### config.mk
export PLATFORM = sky130hd
export DESIGN_NAME = dm_arbiter
export DESIGN_NICKNAME = d
export VERILOG_FILES = /design/src/rtl/dm_arbiter.sv
export SDC_FILE = /design/constraint.sdc
export NUM_CORES = 1
export LEC_CHECK = 0
export ABC_AREA = 0
export BUFFER_PORTS_ARGS = -buffer_cell sky130_fd_sc_hd__buf_2
export CAP_MARGIN = 30
export CORE_MARGIN = 2
export CORE_UTILIZATION = 39
export CTS_CLUSTER_SIZE = 8
export DETAILED_ROUTE_END_ITERATION = 12
export GPL_TIMING_DRIVEN = 1
export HOLD_SLACK_MARGIN = 0.03
export MAX_ROUTING_LAYER = met4
export PLACE_DENSITY = 0.75
export SETUP_SLACK_MARGIN = 0.4
export SYNTH_ARGS = -nofsm -noshare
export SYNTH_HDL_FRONTEND = slang
export SYNTH_SLANG_ARGS = --single-unit
### constraint.sdc
create_clock -name Clk -period 1.9 [get_ports Clk]
set_input_delay 0.095 -clock Clk [delete_from_list [all_inputs] [get_ports Clk]]
set_output_delay 0.095 -clock Clk [all_outputs]
set_load 0.05 [all_outputs]
### src/rtl/dm_arbiter.sv
// rtl/dm_arbiter.sv - two-port (CPU/DMA) arbiter and single issue stage in front of the data memory
// Define DM_ARB_RR_EN for round-robin arbitration; default is CPU priority with a DMA wait limit.
module dm_arbiter #(
  parameter int MAX_WAIT = 4,
  parameter int CNT_W    = 3
) (
  input  logic        Clk,
  input  logic        Reset,
  input  logic        c_req,
  input  logic        c_we,
  input  logic [2:0]  c_wop,
  input  logic [31:0] c_addr,
  input  logic [31:0] c_wdata,
  output logic        c_gnt,
  output logic        c_rvalid,
  output logic [31:0] c_rdata,
  input  logic        d_req,
  input  logic        d_we,
  input  logic [2:0]  d_wop,
  input  logic [31:0] d_addr,
  input  logic [31:0] d_wdata,
  output logic        d_gnt,
  output logic        d_rvalid,
  output logic [31:0] d_rdata,
  output logic [31:0] dm_addr,
  output logic [31:0] dm_wdata,
  output logic        dm_memwrite,
  output logic [2:0]  dm_memwop,
  input  logic [31:0] dm_rdata
);

  localparam logic [CNT_W-1:0] MAX_W = CNT_W'(MAX_WAIT);
  localparam logic PORT_C = 1'b0;
  localparam logic PORT_D = 1'b1;

  typedef enum logic {IDLE = 1'b0, ACTIVE = 1'b1} state_e;

  state_e            state_q, state_d;
  logic [CNT_W-1:0]  wait_q, wait_d;
  logic              last_gnt_q, last_gnt_d;
  logic              iss_we_q, iss_we_d;
  logic              iss_port_q, iss_port_d;
  logic [2:0]        iss_wop_q, iss_wop_d;
  logic [31:0]       iss_addr_q, iss_addr_d;
  logic [31:0]       iss_wdata_q, iss_wdata_d;
  logic              rsp_vld_q, rsp_vld_d;
  logic              rsp_port_q, rsp_port_d;
  logic [31:0]       rsp_data_q, rsp_data_d;
  logic              xfer;

  // Grants are combinational and never both high; nothing is granted while in reset.
  always_comb begin
    c_gnt = 1'b0;
    d_gnt = 1'b0;
    if (Reset) begin
      if (c_req && d_req) begin
`ifdef DM_ARB_RR_EN
        if (last_gnt_q == PORT_C) d_gnt = 1'b1;
        else                      c_gnt = 1'b1;
`else
        if (wait_q == MAX_W) d_gnt = 1'b1;
        else                 c_gnt = 1'b1;
`endif
      end else begin
        c_gnt = c_req;
        d_gnt = d_req;
      end
    end
  end

  assign xfer = c_gnt | d_gnt;

  always_comb begin
    wait_d = '0;
`ifndef DM_ARB_RR_EN
    if (d_req && !d_gnt) begin
      wait_d = (wait_q == MAX_W) ? wait_q : wait_q + CNT_W'(1);
    end
`endif
  end

  always_comb begin
    last_gnt_d = last_gnt_q;
    if (c_gnt)      last_gnt_d = PORT_C;
    else if (d_gnt) last_gnt_d = PORT_D;
  end

  // Issue FSM: state register
  always_ff @(posedge Clk) begin
    if (!Reset) state_q <= IDLE;
    else        state_q <= state_d;
  end

  // Issue FSM: next state (a transfer every cycle keeps it ACTIVE back to back)
  always_comb begin
    state_d = IDLE;
    if (xfer) state_d = ACTIVE;
  end

  // Issue FSM: outputs; the write strobe is gated by reset so a reset cycle never writes.
  always_comb begin
    dm_memwrite = (state_q == ACTIVE) && iss_we_q && Reset;
    dm_addr     = iss_addr_q;
    dm_wdata    = iss_wdata_q;
    dm_memwop   = iss_wop_q;
  end

  always_comb begin
    iss_we_d    = iss_we_q;
    iss_port_d  = iss_port_q;
    iss_wop_d   = iss_wop_q;
    iss_addr_d  = iss_addr_q;
    iss_wdata_d = iss_wdata_q;
    if (c_gnt) begin
      iss_we_d    = c_we;
      iss_port_d  = PORT_C;
      iss_wop_d   = c_wop;
      iss_addr_d  = c_addr;
      iss_wdata_d = c_wdata;
    end else if (d_gnt) begin
      iss_we_d    = d_we;
      iss_port_d  = PORT_D;
      iss_wop_d   = d_wop;
      iss_addr_d  = d_addr;
      iss_wdata_d = d_wdata;
    end
  end

  // Read data is sampled at the end of the access cycle, before the store edge lands.
  always_comb begin
    rsp_vld_d  = (state_q == ACTIVE);
    rsp_port_d = iss_port_q;
    rsp_data_d = (state_q == ACTIVE) ? dm_rdata : rsp_data_q;
  end

  always_ff @(posedge Clk) begin
    if (!Reset) begin
      wait_q      <= '0;
      last_gnt_q  <= PORT_C;
      iss_we_q    <= 1'b0;
      iss_port_q  <= PORT_C;
      iss_wop_q   <= '0;
      iss_addr_q  <= '0;
      iss_wdata_q <= '0;
      rsp_vld_q   <= 1'b0;
      rsp_port_q  <= PORT_C;
      rsp_data_q  <= '0;
    end else begin
      wait_q      <= wait_d;
      last_gnt_q  <= last_gnt_d;
      iss_we_q    <= iss_we_d;
      iss_port_q  <= iss_port_d;
      iss_wop_q   <= iss_wop_d;
      iss_addr_q  <= iss_addr_d;
      iss_wdata_q <= iss_wdata_d;
      rsp_vld_q   <= rsp_vld_d;
      rsp_port_q  <= rsp_port_d;
      rsp_data_q  <= rsp_data_d;
    end
  end

  assign c_rvalid = rsp_vld_q && (rsp_port_q == PORT_C);
  assign d_rvalid = rsp_vld_q && (rsp_port_q == PORT_D);
  assign c_rdata  = rsp_data_q;
  assign d_rdata  = rsp_data_q;

endmodule

==> load_flow_metrics.sql <==
INSERT INTO impl_metrics (metric_group, metric, value, unit) VALUES
('run_status', 'result_of_the_run', 'finished clean', ''),
('timing', 'final.setup.tns', '0', 'ps'),
('synth', 'synth-warning-count', '0', ''),
('worst_hold_path', 'hp-start', 'dm_rdata[8]', ''),
('timing', 'setup_violations', '0', ''),
('floorplanning', 'floorplan.die_area', '15300', 'sq um'),
('layout', 'area_growth', '55.12', '%'),
('layout', 'commonest_cells_after_routing_fill_and_taps_aside', 'buf_2 (305), dfxtp_1 (103), dlygate4sd3_1 (97), a32o_1 (68), o221a_1 (68)', ''),
('worst_setup_path', 'critical_path.reg2reg.startpoint', 'wait_q[0]', ''),
('clock_network', 'numCtsBuffers', '9', ''),
('clock_network', 'cts.clk_slew.worst_paths', '80', 'ps'),
('timing', 'slew_violations', '0', ''),
('routing', 'route.detailed.vias_per_inst', '5.506', ''),
('synth', 'synth.net_count', '677', ''),
('layout', 'utilization', '62.19', '%'),
('worst_setup_path', 'worst_setup_path_start_kind', 'register', ''),
('worst_setup_path', 'path_cells', 'inv_2 > ha_4 > a21bo_4 > buf_12 > buf_12 > buf_16 > a21boi_2 > o221a_1', ''),
('worst_setup_path', 'crit_slowest_cell', 'dfxtp_2', ''),
('pwr', 'leakagePower', '3.956', 'nW'),
('worst_setup_path', 'critical_path_peak_fanout', '14', ''),
('timing', 'finClkSkew', '8.208', 'ps'),
('floorplanning', 'die_width', '123.7', 'um'),
('floorplanning', 'dieHeight', '123.7', 'um'),
('layout', 'layout_commonest_cell', 'buf_2', ''),
('routing', 'wire_per_inst', '18.66', 'um'),
('clock_network', 'worstSkewPairLatency', '350', 'ps'),
('worst_setup_path', 'timing.critical_path.slowest_cell_delay', '350', 'ps'),
('clock_network', 'clock_path_buffers', '2', ''),
('synth', 'synthesis.area_per_instance', '11.11', 'sq um'),
('timing', 'clock.fmax', '0.6011', 'GHz'),
('timing', 'min_period_over_period', '87.56', '%'),
('layout', 'design.final.nets', '1037', ''),
('grt', 'grt_first_pass_wirelength', '28610', 'um'),
('place', 'gpl.final_weighted_congestion', '0.7795', ''),
('worst_hold_path', 'hold_end', 'c_rdata[8]', ''),
('worst_setup_path', 'crit_path_end_kind', 'register', ''),
('worst_setup_path', 'r2r_cells', '8', ''),
('clock_network', 'cts_tree', 'yes', ''),
('place', 'dp_hpwl', '11270', 'um'),
('timing', 'finalHoldViolCount', '0', ''),
('synth', 'netlist_instances', '503', ''),
('pwr', 'power_per_cell_area', '732.0', 'nW/um^2'),
('grt', 'grt_pass1_vias', '5546', ''),
('pwr', 'sw_frac_of_total', '35.12', '%'),
('worst_setup_path', 'worst-setup-path-type', 'reg -> reg', ''),
('routing', 'drt.antenna.violating_nets', '0', ''),
('timing', 'slew_headroom', '61.40', '%'),
('routing', 'postRouteWirelength', '19560', 'um'),
('floorplanning', 'starting_density', '40.09', '%'),
('routing', 'drt_iter0_drc', '445', ''),
('synth', 'yosys.cell_types.count', '26', ''),
('routing', 'drt_first_pass_iters', '5', ''),
('pwr', 'part_of_the_total_power_dissipated_in_the_clock_network', '28.8', '%'),
('worst_hold_path', 'min-delay-path-class', 'in -> reg', ''),
('floorplanning', 'row_count', '43', ''),
('synth', 'mappedNetlistArea', '5587', 'sq um'),
('grt', 'gr-usage-all-layers', '24.60', '%'),
('pwr', 'netSwitchingPower', '2.228', 'mW'),
('pwr', 'power_frac_seq', '39.4', '%'),
('worst_setup_path', 'critical-path-top-cell-by-count', 'buf_12', ''),
('layout', 'fillerInstances', '1076', ''),
('layout', 'diodes', '0', ''),
('grt', 'grt_start_max_net_pins', '82', ''),
('clock_network', 'clock-root-buffer', 'clkbuf_16', ''),
('run', 'max_cap_viol_count', '0', ''),
('worst_hold_path', 'min_path_cells', '3', ''),
('pwr', 'share_of_total_power_in_combinational_logic', '31.8', '%'),
('grt', 'antenna_found_initial', '0', ''),
('synth', 'ys_seq_elements', '107', ''),
('worst_setup_path', 'crit_required', '2190', 'ps'),
('floorplanning', 'boundaryPins', '308', '');
## sequential cells by signal, indices dropped and copies added, names as in the netlist
signal / count
iss_we_q: 1
iss_port_q: 1
dm_wdata: 32
dm_addr: 32
rsp_vld_d: 1
rsp_vld_q: 1
wait_q: 3
c_rdata: 32
rsp_port_q: 1
dm_memwop: 3
## synth_stat cells (all sizes together)
| cell | instances | share of area [%] |
|---|---|---|
| clkbuf | 22 | 1.5 |
| a32o | 68 | 12 |
| buf | 78 | 11 |
| nor2 | 4 | 0.27 |
| and2 | 6 | 0.72 |
| o221a | 68 | 14 |
| o21ai | 2 | 0.18 |
| a21bo | 1 | 0.18 |
| a21boi | 69 | 11 |
| nor3 | 1 | 0.089 |
| ha | 2 | 0.45 |
| nand3 | 1 | 0.089 |
| nand2 | 3 | 0.34 |
| nor2b | 33 | 3.7 |
| inv | 3 | 0.20 |
| mux2i | 33 | 5.9 |
| dfxtp | 107 | 38 |
| and3 | 2 | 0.22 |
## worst max-delay path, delay by kind of cell, from the launching register on
family | cells | cell delay, ps
AO/OA/AOI/OAI | 3 | 610
flip-flops | 1 | 350
buffers and inverters | 4 | 480
adder cells (fa/ha/maj) | 1 | 160
## power by group through the flow
| stage | combinational (mW) | sequential, mW | clock [mW] |
|---|---|---|---|
| after floorplan | 0.801 | 3.05 | 0 |
| after global placement | 1.70 | 2.54 | 0 |
| after detailed placement | 1.72 | 2.54 | 0 |
| after CTS | 1.98 | 2.49 | 1.88 |
| after global routing | 2.13 | 2.51 | 1.96 |
| final | 2.02 | 2.50 | 1.83 |
## layout make-up
cell class / instances / area [sq um] / area share (%)
tap: 180 / 225.2 / 2.599
clock inverter: 7 / 60.06 / 0.6930
sequential: 107 / 2150 / 24.81
inverter: 3 / 15.01 / 0.1733
timing repair buffer: 448 / 3176 / 36.64
clock buffer: 9 / 225.2 / 2.599
multi-input combinational: 294 / 2815 / 32.49
## cell families after synthesis
group / share of synthesized area [%]
AO/OA/AOI/OAI: 36.80
flip-flops: 38.34
buffers and inverters: 13.08
AND/OR/NAND/NOR: 5.420
multiplexers: 5.913
adder cells (fa/ha/maj): 0.4479
## what timing repair did
item | 4_1_cts | 5_1_grt
resized for setup | 45 | 19
gates cloned | 6 | 1
hold endpoints to repair | 96 | 1
pin swaps | 6 | 4
setup buffers | 18 | 1
hold buffers | 96 | 1
endpoints found under the setup margin | 70 | 73
## metrics by stage
step	instance area (sq um)	worst slack [ps]	power, mW	hold slack (ps)	cells
floorplan	5598	400.1	3.846	214.2	503
global placement	6894	259.4	4.248	351.5	909
detailed placement	6894	222.1	4.257	358.4	909
CTS	8569	271.0	6.349	31.04	1045
global route	8666	192.0	6.603	39.33	1048
finish	8666	236.4	6.344	38.43	1048
## per-layer routing
layer,track usage (%),part of all wire (%)
met1,28.39,39
met2,41.90,50
met3,5.540,7.8
met5,-,0
met4,8.878,2.6
## how the worst max path moves through the flow
stage                        endpoint  startpoint  cells after the start  slack (ps)
after floorplan            dm_addr[0]   wait_q[0]                      7         400
after global placement     dm_addr[5]   wait_q[0]                      6         260
after detailed placement   dm_addr[5]   wait_q[0]                      6         220
after CTS                  dm_addr[9]   wait_q[0]                      7         270
after global routing       dm_addr[8]   wait_q[0]                      7         190
final                     dm_wdata[5]   wait_q[0]                      8         240
Power figures use the tool's default switching activity.
